===== config.mk =====
export PLATFORM = sky130hd
export DESIGN_NAME = uart_tx_framer
export DESIGN_NICKNAME = d
export VERILOG_FILES = /design/src/rtl/uart_tx_framer.sv
export SDC_FILE = /design/constraint.sdc
export NUM_CORES = 1
export LEC_CHECK = 0
export BUFFER_PORTS_ARGS = -buffer_cell sky130_fd_sc_hd__clkbuf_2
export CAP_MARGIN = 20
export CORE_UTILIZATION = 51
export CTS_CLUSTER_DIAMETER = 80
export DETAILED_ROUTE_END_ITERATION = 7
export PLACE_DENSITY = 0.74
export SLEW_MARGIN = 5
export SYNTH_ARGS = -nofsm -noshare
export SYNTH_HDL_FRONTEND = slang
export SYNTH_SLANG_ARGS = --single-unit

===== constraint.sdc =====
create_clock -name CLKIN -period 1.43 [get_ports CLKIN]
set_input_delay 0.143 -clock CLKIN [delete_from_list [all_inputs] [get_ports CLKIN]]
set_output_delay 0.143 -clock CLKIN [all_outputs]
set_load 0.01 [all_outputs]

===== src/rtl/uart_tx_framer.sv =====
// UART transmit framer: 1-entry holding register in front of a start/data/parity/stop serialiser.
// Every bit lasts exactly one BAUD_TICK interval; back-to-back frames leave no idle bit between them.
module uart_tx_framer #(
    parameter int DATA_BITS  = 8,
    parameter int PARITY_EN  = 0,
    parameter int PARITY_ODD = 0,
    parameter int STOP_BITS  = 1
) (
    input  logic                 CLKIN,
    input  logic                 RESETN,
    input  logic                 BAUD_TICK,
    input  logic [DATA_BITS-1:0] DATA,
    input  logic                 VALID,
    output logic                 READY,
    output logic                 TX,
    output logic                 BUSY,
    output logic                 DONE
);
    localparam int CNT_W = $clog2(DATA_BITS + 1);

    typedef enum logic [2:0] {
        ST_IDLE,
        ST_START,
        ST_DATA,
        ST_PARITY,
        ST_STOP
    } state_t;

    state_t               state_q, state_d;
    logic [DATA_BITS-1:0] hold_q, hold_d;
    logic                 hold_full_q, hold_full_d;
    logic [DATA_BITS-1:0] shift_q, shift_d;
    logic [CNT_W-1:0]     bitcnt_q, bitcnt_d;
    logic [1:0]           stopcnt_q, stopcnt_d;
    logic                 parity_q, parity_d;
    logic                 tx_q, tx_d;
    logic                 busy_q;
    logic                 done_q, done_d;
    logic                 drain;

    always_comb begin
        state_d     = state_q;
        hold_d      = hold_q;
        hold_full_d = hold_full_q;
        shift_d     = shift_q;
        bitcnt_d    = bitcnt_q;
        stopcnt_d   = stopcnt_q;
        parity_d    = parity_q;
        tx_d        = tx_q;
        done_d      = 1'b0;
        drain       = 1'b0;

        if (VALID && !hold_full_q) begin
            hold_d      = DATA;
            hold_full_d = 1'b1;
        end

        if (BAUD_TICK) begin
            case (state_q)
                ST_IDLE: begin
                    if (hold_full_q) begin
                        drain = 1'b1;
                    end
                end
                ST_START: begin
                    tx_d     = shift_q[0];
                    shift_d  = shift_q >> 1;
                    bitcnt_d = CNT_W'(1);
                    state_d  = ST_DATA;
                end
                ST_DATA: begin
                    if (bitcnt_q < CNT_W'(DATA_BITS)) begin
                        tx_d     = shift_q[0];
                        shift_d  = shift_q >> 1;
                        bitcnt_d = bitcnt_q + CNT_W'(1);
                    end else if (PARITY_EN != 0) begin
                        tx_d    = parity_q;
                        state_d = ST_PARITY;
                    end else begin
                        tx_d      = 1'b1;
                        stopcnt_d = 2'd1;
                        state_d   = ST_STOP;
                    end
                end
                ST_PARITY: begin
                    tx_d      = 1'b1;
                    stopcnt_d = 2'd1;
                    state_d   = ST_STOP;
                end
                ST_STOP: begin
                    if (stopcnt_q < 2'(STOP_BITS)) begin
                        stopcnt_d = stopcnt_q + 2'd1;
                    end else begin
                        done_d = 1'b1;
                        if (hold_full_q) begin
                            drain = 1'b1;
                        end else begin
                            tx_d    = 1'b1;
                            state_d = ST_IDLE;
                        end
                    end
                end
                default: begin
                    tx_d    = 1'b1;
                    state_d = ST_IDLE;
                end
            endcase
        end

        // A drain never coincides with a handshake: READY is low while hold is full.
        if (drain) begin
            tx_d        = 1'b0;
            shift_d     = hold_q;
            hold_full_d = 1'b0;
            parity_d    = (^hold_q) ^ (PARITY_ODD != 0);
            state_d     = ST_START;
        end
    end

    always_ff @(posedge CLKIN or negedge RESETN) begin
        if (!RESETN) begin
            state_q     <= ST_IDLE;
            hold_q      <= '0;
            hold_full_q <= 1'b0;
            shift_q     <= '0;
            bitcnt_q    <= '0;
            stopcnt_q   <= '0;
            parity_q    <= 1'b0;
            tx_q        <= 1'b1;
            busy_q      <= 1'b0;
            done_q      <= 1'b0;
        end else begin
            state_q     <= state_d;
            hold_q      <= hold_d;
            hold_full_q <= hold_full_d;
            shift_q     <= shift_d;
            bitcnt_q    <= bitcnt_d;
            stopcnt_q   <= stopcnt_d;
            parity_q    <= parity_d;
            tx_q        <= tx_d;
            busy_q      <= (state_d != ST_IDLE);
            done_q      <= done_d;
        end
    end

    assign READY = !hold_full_q;
    assign TX    = tx_q;
    assign BUSY  = busy_q;
    assign DONE  = done_q;

endmodule

* After elaboration in Yosys (flattened, before gate mapping)
Cells that the tools add are included.
** Cells by class
- Add/subtract/negate cells :: 2
- Order comparisons :: 2
- Equal/unequal tests :: 11
- Multiplexer cells :: 30
- Reductions and logical operators :: 13
** Operators by type and width (number)
- $mux W8 :: 3
- $pmux W8 S2 :: 1
- $mux W3 :: 5
- $pmux W3 S5 :: 1
- $mux W1 :: 13
- $ne A3 B3 Y1 const B :: 3
- $reduce_bool A3 Y1 :: 3
- $ne A2 B2 Y1 const B :: 4
- $pmux W4 S2 :: 1
- $reduce_and A4 Y1 :: 2
- $eq A3 B2 Y1 const B :: 2
- $pmux W2 S3 :: 1
- $reduce_and A3 Y1 :: 2
- $reduce_bool A2 Y1 :: 3
- $add A4 B1 Y4 const B :: 1
- $lt A4 B4 Y1 const B :: 1
- $mux W2 :: 2
- $mux W4 :: 1
- $pmux W1 S4 :: 1
- $eq A3 B1 Y1 const B :: 1
- $eq A3 B3 Y1 const B :: 1
- $logic_not A3 Y1 :: 1
- $add A2 B1 Y2 const B :: 1
- $lt A2 B1 Y1 const B :: 1
- 3 further kinds :: 3
** Storage, ports and cells
- Register bits :: 29
- Input port bits :: 12

* Longest topological paths before layout
Gate-level depths: netlist (run 1).
- Depth in word-level cells :: 6
- Mapped depth :: 7
- Mapped depth without buffers :: 6

* Worst setup path after synthesis (run 1)
OpenSTA, ideal clock, no wires.
- Kind :: reg-to-reg
- From :: register stopcnt_q[0]
- To :: register busy_q (netlist: BUSY)
- Arrival :: 1384 ps
- Path slack :: -90 ps
- Cell stages (with the launch flop) :: 7
- Buffers on the path :: 0
- Period minus slack after synthesis :: 1520 ps
- Path through :: dfrtp_1 -> inv_1 -> ha_1 -> nor2_1 -> o31ai_1 -> a22oi_1 -> or3b_2
** On the way
- Cells in the longest elaborated chain, start to end :: 6
** Ends and longest elaborated chain
- start, declared :: RTL line 34 : logic [1:0] stopcnt_q, stopcnt_d;
- start signal, assigned :: RTL line 138 : stopcnt_q <= stopcnt_d;
- $lt A2 B1 Y1 (*) :: RTL line 91 : if (stopcnt_q < 2'(STOP_BITS)) begin
- $mux W3 / $mux W1 (equally long branches) :: RTL line 91
- $pmux W3 S5 / $pmux W1 S2 (equally long branches) :: RTL line 59 : case (state_q)
- $mux W3 / $mux W1 (equally long branches) :: RTL line 58 : if (BAUD_TICK) begin
- $mux W3 (*) :: RTL line 111 : if (drain) begin
- $reduce_bool A3 Y1 (*) :: RTL line 141 : busy_q <= (state_d != ST_IDLE);
- end signal, assigned :: RTL line 141
- end, declared :: RTL line 37 : logic busy_q;
Mark *: on every way between the ends. The rest lies on a longest branch, timed or not.
A chain may end at the register's enable or synchronous reset.

* Worst setup path in the final report (run 1)
- From :: register state_q[1]
- To :: register busy_q (netlist: BUSY)
** On the way
- Cells in the longest elaborated chain, start to end :: 6
** Ends and longest elaborated chain
- start, declared :: RTL line 29 : state_t state_q, state_d;
- start signal, assigned :: RTL line 133 : state_q <= state_d;
- $mux W3 :: RTL line 95 : if (hold_full_q) begin
- $mux W3 :: RTL line 91
- $pmux W3 S5 :: RTL line 59
- $mux W3 :: RTL line 58
- $mux W3 (*) :: RTL line 111
- $reduce_bool A3 Y1 (*) :: RTL line 141
Marked as above.

==> impl_metrics.tcl, run 1 <==
set metrics [dict create \
    path_class "reg2reg" \
    setup_viol 9 \
    hp-start "DATA[6]" \
    grt.overflow.total 0 \
    start_util_pct 55.2 \
    final.setup.tns_ns -0.380 \
    fin_nets 177 \
    regToRegStartpoint "state_q[1]$_DFF_PN0_" \
    r2r_cells 5 \
    slew_headroom_pct 75.2 \
    max_cap_viol_count 0 \
    seq_area_frac_synth_pct 52.2 \
    wirelength_um 2940 \
    via_per_inst 5.52 \
    globalplace.congestion 0.841 \
    async_flop_share_pct 100 \
    drive_above_1_share_pct 49.4 \
    grt_pass1_wl_um 4650 \
    track_usage_pct 23.2 \
    synth_warnings 0 \
    ant_nets 0 \
    p_seq_share_pct 37.2 \
    total_power_mw 4.00 \
    syn_nets 137 \
    worstMarginPinSlew_ns 0.369 \
    fin_ws_ns -0.104 \
    fp.dieW_um 54.3 \
    critPathMaxFanout 5 \
    fin_hold_ws_ns 0.0386 \
    multi_input_area_sq_um 687 \
    p_clk_share_pct 13.1 \
    critPathArrivalTime_ns 1.75 \
    cts_root_buf "clkbuf_4" \
    cts_buffer_depth 2 \
    status "finished with violations" \
    dp_hpwl_um 1900 \
    drc 0 \
    swShare_pct 36.0 \
    portBuffers 15 \
    fp-row-count 18 \
    cp.required_ns 1.65 \
    finalCritPeriodShare_pct 107 \
    wl_per_cell_um 15.2 \
    p_sw_mw 1.44 \
    critPathLaunchType "flip-flop" \
    holdPathEnd "hold_q[6]$_DFFE_PN0P_" \
    ios 16 \
    ir_drop_v 0.00140 \
    synth_flop_cell "dfrtp_1" \
    clock-sinks 29 \
    dp_slack_ns -0.107 \
    seq_area_sq_um 731 \
    hold_path_depth 2 \
    min_path_type "in2reg" \
    violations "setup timing" \
    die-area_sq_um 2940 \
    fin_skew_ns 0.0115 \
    rr_endpoint "BUSY$_DFF_PN0_" \
    synth_edf_count 0 \
    cts_tree "built" \
    netlist_area_sq_um 1390 \
    final_max_slew_viol_count 0 \
    nFillCells 183 \
    grt_pass1_vias 1010 \
    fp.coreArea_sq_um 2520 \
    htree_levels 2 \
    hold_viol_final 0 \
    synth.avg_cell_area_sq_um 11.3 \
    clock.fmax_mhz 652 \
    n_antenna_cell 0 \
    netlist_instances 123 \
    via_count 1070 \
    p_leak_nw 0.858 \
    cts_buffers 5 \
    ys_types 38 \
    first_iter_violations 13 \
    grt_max_degree 30 \
    antenna_found_initial 0 \
    fp.dieH_um 54.3 \
    grt_setup_unrepaired "true" \
    clock_latency_ns 0.33 \
    dr.pass1.iters 4 \
    powerDensity_nw_per_um2 2210 \
    worstSetupEndpointType "flip-flop" \
    intPower_mw 2.56 \
    synth-seq-cells 29 \
    combPwrFrac_pct 49.7 \
    r2r_slack_ns -0.10 \
    area.growth.synth_to_final_pct 29.9 \
    finalCriticalPeriod_ns 1.53 \
    clk_pin_slew_worst_paths_ns 0.09 \
]
power by group through the flow:
| stage | sequential (mW) | combinational [mW] | clock, mW |
|---|---|---|---|
| 2_1_floorplan | 1.40 | 1.19 | 0 |
| 3_3_place_gp | 1.46 | 1.56 | 0 |
| 3_5_place_dp | 1.47 | 1.63 | 0 |
| 4_1_cts | 1.46 | 1.77 | 0.537 |
| 5_1_grt | 1.53 | 2.17 | 0.568 |
| 6_report | 1.49 | 1.99 | 0.525 |
registers in the layout, indices dropped and copies added (netlist names):
name	cells
bitcnt_q	4
BUSY	1
stopcnt_q	2
TX	1
hold_full_q	1
shift_q	8
hold_q	8
DONE	1
state_q	3
worst max-delay path by stage:
stage	startpoint	to	slack (ns)	cells after the start
after floorplan	state_q[1]$_DFF_PN0_	shift_q[6]$_DFFE_PN0P_	0.002	6
after global placement	stopcnt_q[1]$_DFFE_PN0P_	BUSY$_DFF_PN0_	-0.08	6
after detailed placement	state_q[0]$_DFF_PN0_	bitcnt_q[2]$_DFFE_PN0P_	-0.11	4
after CTS	stopcnt_q[0]$_DFFE_PN0P_	BUSY$_DFF_PN0_	-0.05	6
after global routing	stopcnt_q[0]$_DFFE_PN0P_	BUSY$_DFF_PN0_	-0.15	6
final	state_q[1]$_DFF_PN0_	BUSY$_DFF_PN0_	-0.10	5
logic make-up after synthesis:
group           Yosys count  synth area share, %
mux                      10                 8.00
flops                    29                 52.2
compound gates           26                 14.0
fa+ha+maj                 2                 1.80
buf+inv                  13                 5.84
simple gates             43                 18.2
Yosys cell counts (2+ instances only):
cell type / number / share of area, %
a21oi_1: 3 / 1.1
a221o_1: 6 / 4.3
and3_1: 5 / 2.2
buf_2: 2 / 0.72
buf_4: 2 / 1.1
buf_6: 3 / 2.4
dfrtp_1: 28 / 50
ha_1: 2 / 1.8
inv_1: 5 / 1.3
mux2_2: 9 / 7.3
nand2_1: 5 / 1.3
nand2b_1: 3 / 1.3
nand3_1: 3 / 1.1
nor2_1: 13 / 3.5
nor2b_1: 3 / 1.3
o21ai_0: 6 / 2.2
o31ai_1: 4 / 2.2
placed cells by master, fill, tap and decap left out, types with 2 or more instances in the layout:
master / instances
dfrtp_1: 25
buf_4: 24
clkbuf_2: 15
nor2_1: 11
mux2_2: 8
a221o_1: 6
nand2_1: 5
clkbuf_4: 5
inv_1: 3
nand2b_1: 3
o21ai_0: 3
and3_1: 3
and3_4: 3
a21oi_1: 3
nand3_1: 3
dfrtp_2: 3
inv_2: 2
o31ai_2: 2
o31ai_1: 2
o21ai_1: 2
nor2_2: 2
nor2b_1: 2
o21ai_2: 2
clkbuf_1: 2
per-stage QoR:
stage | instance area [sq um] | util (%) | cells
4_1_cts | 1720 | 68.1 | 191
5_1_grt | 1810 | 71.7 | 194
6_report | 1810 | 71.7 | 194
3_5_place_dp | 1600 | 63.4 | 179
2_1_floorplan | 1410 | - | 123
3_3_place_gp | 1600 | 63.4 | 179
per-layer routing:
metal / GRT usage [%] / vias to the layer above / part of all wire (%)
li1: - / 523 / -
met1: 29.9 / 518 / 45
met2: 35.6 / 20 / 49
met3: 5.00 / 9 / 2.8
met4: 14.1 / 0 / 2.8
met5: 0 / - / 0
critical path, stage by stage (launching register included):
cell	delay [ns]
dfrtp_2	0.47
buf_4	0.17
nand2b_1	0.08
nor2_1	0.07
a22oi_1	0.22
or3b_4	0.41
final cells by class:
type | instances | area share [%]
flip-flops and latches | 29 | 40.4
well taps | 30 | 2.07
repair buffers | 41 | 15.3
inverters | 5 | 1.04
clock buffers | 8 | 3.25
multi-input cells | 81 | 38.0
timing repair:
item,4_1_cts,5_1_grt
pin swaps,3,10
gates resized for setup,9,19
buffers inserted,3,3
endpoints found under the hold margin,28,0
endpoints found under the setup margin,12,17
hold buffers,1,0
(Power assumes the default switching activity.)
==> run 2, diff against run 1 <==
CTS_CLUSTER_SIZE = 40   (was unset)
REMOVE_ABC_BUFFERS = 1   (was unset)
==> run 2 against run 1 <==
The flow still finishes with violations (setup timing). Sequential power about the same. Wire length shrank 0.88%. Cell area increased by 0.76%. Critical endpoint is now shift_q[2]$_DFFE_PN0P_. Non-clock buffer count decreased by 3. Setup slack got worse by 0.021 ns. Register-to-register slack lost 0.02 ns. Via count unchanged.
==> impl_metrics.tcl, run 2 (synthesis results as in run 1) <==
set metrics [dict create \
    cts_buffers 5 \
    dr_wl_met3_um 114 \
    cts_root_buf "clkbuf_4" \
    total_power_mw 4.24 \
    final_cell_mix "24 x dfrtp_1, 16 x buf_4, 15 x clkbuf_2" \
    antenna_found_initial 0 \
    dp_slack_ns -0.246 \
    start_util_pct 55.2 \
    r2r_slack_ns -0.13 \
    drc 0 \
    hp-start "VALID" \
    grt_max_degree 30 \
    regToRegStartpoint "stopcnt_q[0]$_DFFE_PN0P_" \
    slew_headroom_pct 53.1 \
    cts_buffer_depth 2 \
    topRoutingLayerUsed "met4" \
    track_usage_pct 22.9 \
    fin_ws_ns -0.126 \
    crit_slowest_cell "dfrtp_1" \
    fp.coreArea_sq_um 2520 \
    final_core_util_pct 72.3 \
    via_per_inst 5.60 \
    clock_latency_ns 0.34 \
    multi_input_area_sq_um 659 \
    htree_levels 2 \
    wirelength_um 2920 \
    max_cap_viol_count 0 \
    critPathTopFamily "flip-flops" \
    powerDensity_nw_per_um2 2330 \
    nFillCells 182 \
    hold_path_depth 3 \
    dr.pass1.iters 4 \
    area.growth.synth_to_final_pct 30.9 \
    violations "setup timing" \
    layout_commonest_cell "dfrtp_1" \
    cp.required_ns 1.65 \
    die-area_sq_um 2940 \
    cts_tree "built" \
    grt_pass1_vias 1060 \
    rr_endpoint "shift_q[2]$_DFFE_PN0P_" \
    crit_buf_inv 2 \
    ios 16 \
    hold_viol_final 0 \
    globalplace.congestion 0.780 \
    n_antenna_cell 0 \
    critPathMaxFanout 9 \
    drt-met1-wl_um 1300 \
    setup_viol 15 \
    fin_hold_ws_ns 0.0364 \
    ant_nets 0 \
    worstSetupEndpointType "flip-flop" \
    p_leak_nw 0.855 \
    final_max_slew_viol_count 0 \
    critPathArrivalTime_ns 1.77 \
    finalCriticalPeriod_ns 1.56 \
    fin_skew_ns 0.00817 \
    wl_per_cell_um 15.3 \
    finalCritPeriodShare_pct 109 \
    wl_met2_um 1450 \
    clock-sinks 29 \
    status "finished with violations" \
    min_path_type "in2reg" \
    grt_setup_unrepaired "true" \
    grt.overflow.total 0 \
    first_iter_violations 18 \
    dp_hpwl_um 1910 \
    portBuffers 15 \
    r2r_cells 7 \
    largest_registers "hold_q x8, shift_q x8, bitcnt_q x4" \
    holdPathEnd "hold_full_q$_DFFE_PN0P_" \
    seq_area_sq_um 732 \
    critPathLaunchType "flip-flop" \
    path_class "reg2reg" \
    clock.fmax_mhz 643 \
    via_count 1070 \
    fp.dieW_um 54.3 \
    clk_pin_slew_worst_paths_ns 0.10 \
    fp-row-count 18 \
    fin_nets 174 \
    ir_drop_v 0.00171 \
    cpPeakStageDelay_ns 0.39 \
    path_cells "inv_2, ha_4, nand2_4, nand4_4, buf_12, and3_1, a221o_1" \
    grt_pass1_wl_um 4620 \
    drive_above_1_share_pct 47.8 \
    worstMarginPinSlew_ns 0.704 \
    fp.dieH_um 54.3 \
]
==> run 2: cell count changes in the layout (fill, tap and decap cells not counted), moves of 3 or more <==
cell and change:
o21ai_0 +3, buf_6 +3, and3_4 -3, buf_4 -8
==> run 2: repair_timing <==
action                     in CTS  in global routing
pin swaps                       2                  8
cloned                          0                  0
hold buffers                    1                  0
setup endpoints to repair      16                 18
buffers inserted                3                  4
hold endpoints to repair       28                  0
gates resized for setup        11                 16
==> run 2: final cells by class <==
type | count | area share (%)
Sequential cell | 29 | 40.2
Multi-Input combinational cell | 81 | 36.2
Timing Repair Buffer | 38 | 15.9
Clock buffer | 7 | 3.02
Tap cell | 30 | 2.06
Clock inverter | 1 | 1.65
Inverter | 5 | 1.03
==> run 2: per-layer routing <==
metal	vias to the layer above	track usage [%]
met2	21	35.6
li1	516	-
met3	6	9.17
met4	0	9.83
met5	-	0
met1	527	28.2
==> run 2: worst max path at each step <==
stage                     depth (start not counted)                     end  slack (ns)                startpoint
after floorplan                                   6          BUSY$_DFF_PN0_        -0.1  stopcnt_q[0]$_DFFE_PN0P_
after global placement                            6          BUSY$_DFF_PN0_       -0.15  stopcnt_q[0]$_DFFE_PN0P_
after detailed placement                          6          BUSY$_DFF_PN0_       -0.25  stopcnt_q[1]$_DFFE_PN0P_
after CTS                                         6  shift_q[4]$_DFFE_PN0P_       -0.08      state_q[1]$_DFF_PN0_
after global routing                              7  shift_q[3]$_DFFE_PN0P_       -0.16  stopcnt_q[0]$_DFFE_PN0P_
final                                             7  shift_q[2]$_DFFE_PN0P_       -0.13  stopcnt_q[0]$_DFFE_PN0P_
==> run 2: per-stage QoR <==
step,instances,TNS (ns),cell area [sq um]
global route,191,-1.88,1820
global placement,175,-0.782,1570
finish,191,-1.06,1820
CTS,187,-0.567,1730
detailed placement,175,-1.58,1570
floorplan,115,-0.335,1330
==> run 2: power breakdown <==
group / internal (mW) / total, mW / switching, mW
Sequential: 1.21 / 1.50 / 0.292
Clock: 0.417 / 0.708 / 0.291
Combinational: 1.15 / 2.03 / 0.879
Total: 2.78 / 4.24 / 1.46
==> run 2: worst reg2reg max path, delay by kind of cell, from the launching register on <==
kind	cells	cell delay (ns)
adders and majority gates	1	0.18
AOI/OAI and AO/OA	1	0.26
and+or+nand+nor	3	0.38
DFF	1	0.39
buffers and inverters	2	0.23
==> run 3, diff against run 2 <==
PLACE_DENSITY = 0.86   (was 0.74)
SETUP_SLACK_MARGIN = 0.4   (was unset)
==> run 3 against run 2 <==
The flow still finishes with violations (setup timing). Global-route usage up 7.2 points. First-iteration DRC count rose to 4.0 times the previous value. Die area unchanged. Register-to-register slack worse by 0.06 ns. Via count up 20%. Critical path type unchanged. Highest routed layer unchanged.
==> impl_metrics.tcl, run 3 (synthesis results as in run 1) <==
set metrics [dict create \
    status "finished with violations" \
    violations "setup timing" \
    setup_viol 14 \
    clock.fmax_mhz 618 \
    powerDensity_nw_per_um2 2480 \
    final_max_slew_viol_count 0 \
    layout_commonest_cell "dfrtp_1" \
    grt_pass1_wl_um 6040 \
    via_per_inst 6.39 \
    cts_buffers 5 \
    fin_nets 184 \
    min_path_type "in2reg" \
    critPathMaxFanout 8 \
    ant_nets 0 \
    path_cells "nor3b_4, o21bai_4, buf_4, buf_4, o31ai_2" \
    ir_drop_v 0.00219 \
    path_class "reg2reg" \
    htree_levels 2 \
    fp.dieW_um 54.3 \
    track_usage_pct 30.1 \
    critPathArrivalTime_ns 1.85 \
    crit_slowest_cell "dfrtp_2" \
    drive_above_1_share_pct 59.1 \
    wirelength_um 4380 \
    path_common_cell "buf_4" \
    fp.dieH_um 54.3 \
    cts_tree "built" \
    clock_latency_ns 0.34 \
    critPathLaunchType "flip-flop" \
    critPathTopFamily "flip-flops" \
    design_area_sq_um 2020 \
    first_iter_violations 72 \
    hold_viol_final 0 \
    holdPathEnd "hold_q[3]$_DFFE_PN0P_" \
    drc 0 \
    cts_buffer_depth 2 \
    die-area_sq_um 2940 \
    dp_cells 176 \
    clock-sinks 29 \
    clk_pin_slew_worst_paths_ns 0.10 \
    slew_headroom_pct 56.3 \
    placement.cell_area_sq_um 1580 \
    finalCritPeriodShare_pct 113 \
    cp.required_ns 1.67 \
    globalplace.congestion 0.790 \
    worstSetupEndpointType "flip-flop" \
    dp_slack_ns -0.269 \
    grt.overflow.total 0 \
    rr_endpoint "bitcnt_q[1]$_DFFE_PN0P_" \
    antenna_found_initial 0 \
    ios 16 \
    final.setup.tns_ns -1.48 \
    grt_setup_unrepaired "true" \
    cts_root_buf "clkbuf_4" \
    hold_path_depth 2 \
    max_cap_viol_count 0 \
    n_antenna_cell 0 \
    fp-row-count 18 \
    nFillCells 138 \
    grt_max_degree 30 \
    start_util_pct 55.2 \
    area.growth.synth_to_final_pct 45.4 \
    regToRegStartpoint "state_q[0]$_DFF_PN0_" \
    fp.coreArea_sq_um 2520 \
    hp-start "DATA[3]" \
    wl_per_cell_um 21.8 \
    fin_cells 201 \
    worstMarginPinSlew_ns 0.655 \
    crit_buf_inv 2 \
    cpPeakStageDelay_ns 0.50 \
    fin_ws_ns -0.188 \
    finalCriticalPeriod_ns 1.62 \
    largest_registers "hold_q x8, shift_q x8, bitcnt_q x4" \
    portBuffers 15 \
    fin_skew_ns 0.00411 \
    final_cell_mix "23 x dfrtp_1, 20 x buf_4, 12 x buf_6" \
    r2r_cells 5 \
    final_core_util_pct 80.3 \
    dp_hpwl_um 2090 \
    r2r_slack_ns -0.19 \
    grt_pass1_vias 1241 \
    p_leak_nw 0.955 \
    dr.pass1.iters 5 \
    via_count 1284 \
]
## run 3: power breakdown
| part | switching, mW | leakage (nW) | total, mW | internal (mW) |
|---|---|---|---|---|
| clock | 0.329 | 0.0445 | 0.744 | 0.415 |
| sequential | 0.364 | 0.344 | 1.58 | 1.22 |
| combinational | 1.22 | 0.567 | 2.70 | 1.49 |
| total | 1.91 | 0.955 | 5.03 | 3.12 |
## run 3: metrics by stage
stage	hold WS (ns)	power (mW)
2_1_floorplan	-0.153	2.39
3_3_place_gp	0.207	2.96
3_5_place_dp	0.222	3.11
4_1_cts	0.0329	4.55
5_1_grt	0.0263	5.25
6_report	0.0324	5.03
## run 3: what timing repair did
action                                  4_1_cts  5_1_grt
endpoints found under the setup margin       31       36
pin swaps                                    11        3
resized for setup                            53       20
endpoints found under the hold margin        28        0
hold buffers                                  1        0
setup buffers                                12        4
## run 3: per-layer routing
metal,routed length (um),track usage [%],vias to the layer above
li1,-,-,538
met1,1550,34.3,625
met2,2250,48.4,88
met3,307,11.4,33
met4,272,16.7,0
met5,0,0,-
## run 3: worst max-delay path by stage
stage / startpoint / to / slack [ns] / cells past startpoint
after floorplan: stopcnt_q[0]$_DFFE_PN0P_ / BUSY$_DFF_PN0_ / -0.1 / 6
after global placement: stopcnt_q[0]$_DFFE_PN0P_ / BUSY$_DFF_PN0_ / -0.14 / 6
after detailed placement: stopcnt_q[1]$_DFFE_PN0P_ / BUSY$_DFF_PN0_ / -0.27 / 6
after CTS: state_q[0]$_DFF_PN0_ / shift_q[4]$_DFFE_PN0P_ / -0.09 / 4
after global routing: state_q[1]$_DFF_PN0_ / bitcnt_q[1]$_DFFE_PN0P_ / -0.26 / 5
final: state_q[0]$_DFF_PN0_ / bitcnt_q[1]$_DFFE_PN0P_ / -0.19 / 5
## run 3: area by class of cell
class / instances / area (sq um) / share of cell area (%)
inverter: 5 / 18.8 / 0.927
clock buffer: 6 / 51.3 / 2.53
clock inverter: 2 / 37.5 / 1.85
tap: 30 / 37.5 / 1.85
multi-input combinational: 81 / 751 / 37.1
timing repair buffer: 48 / 395 / 19.5
sequential: 29 / 733 / 36.2
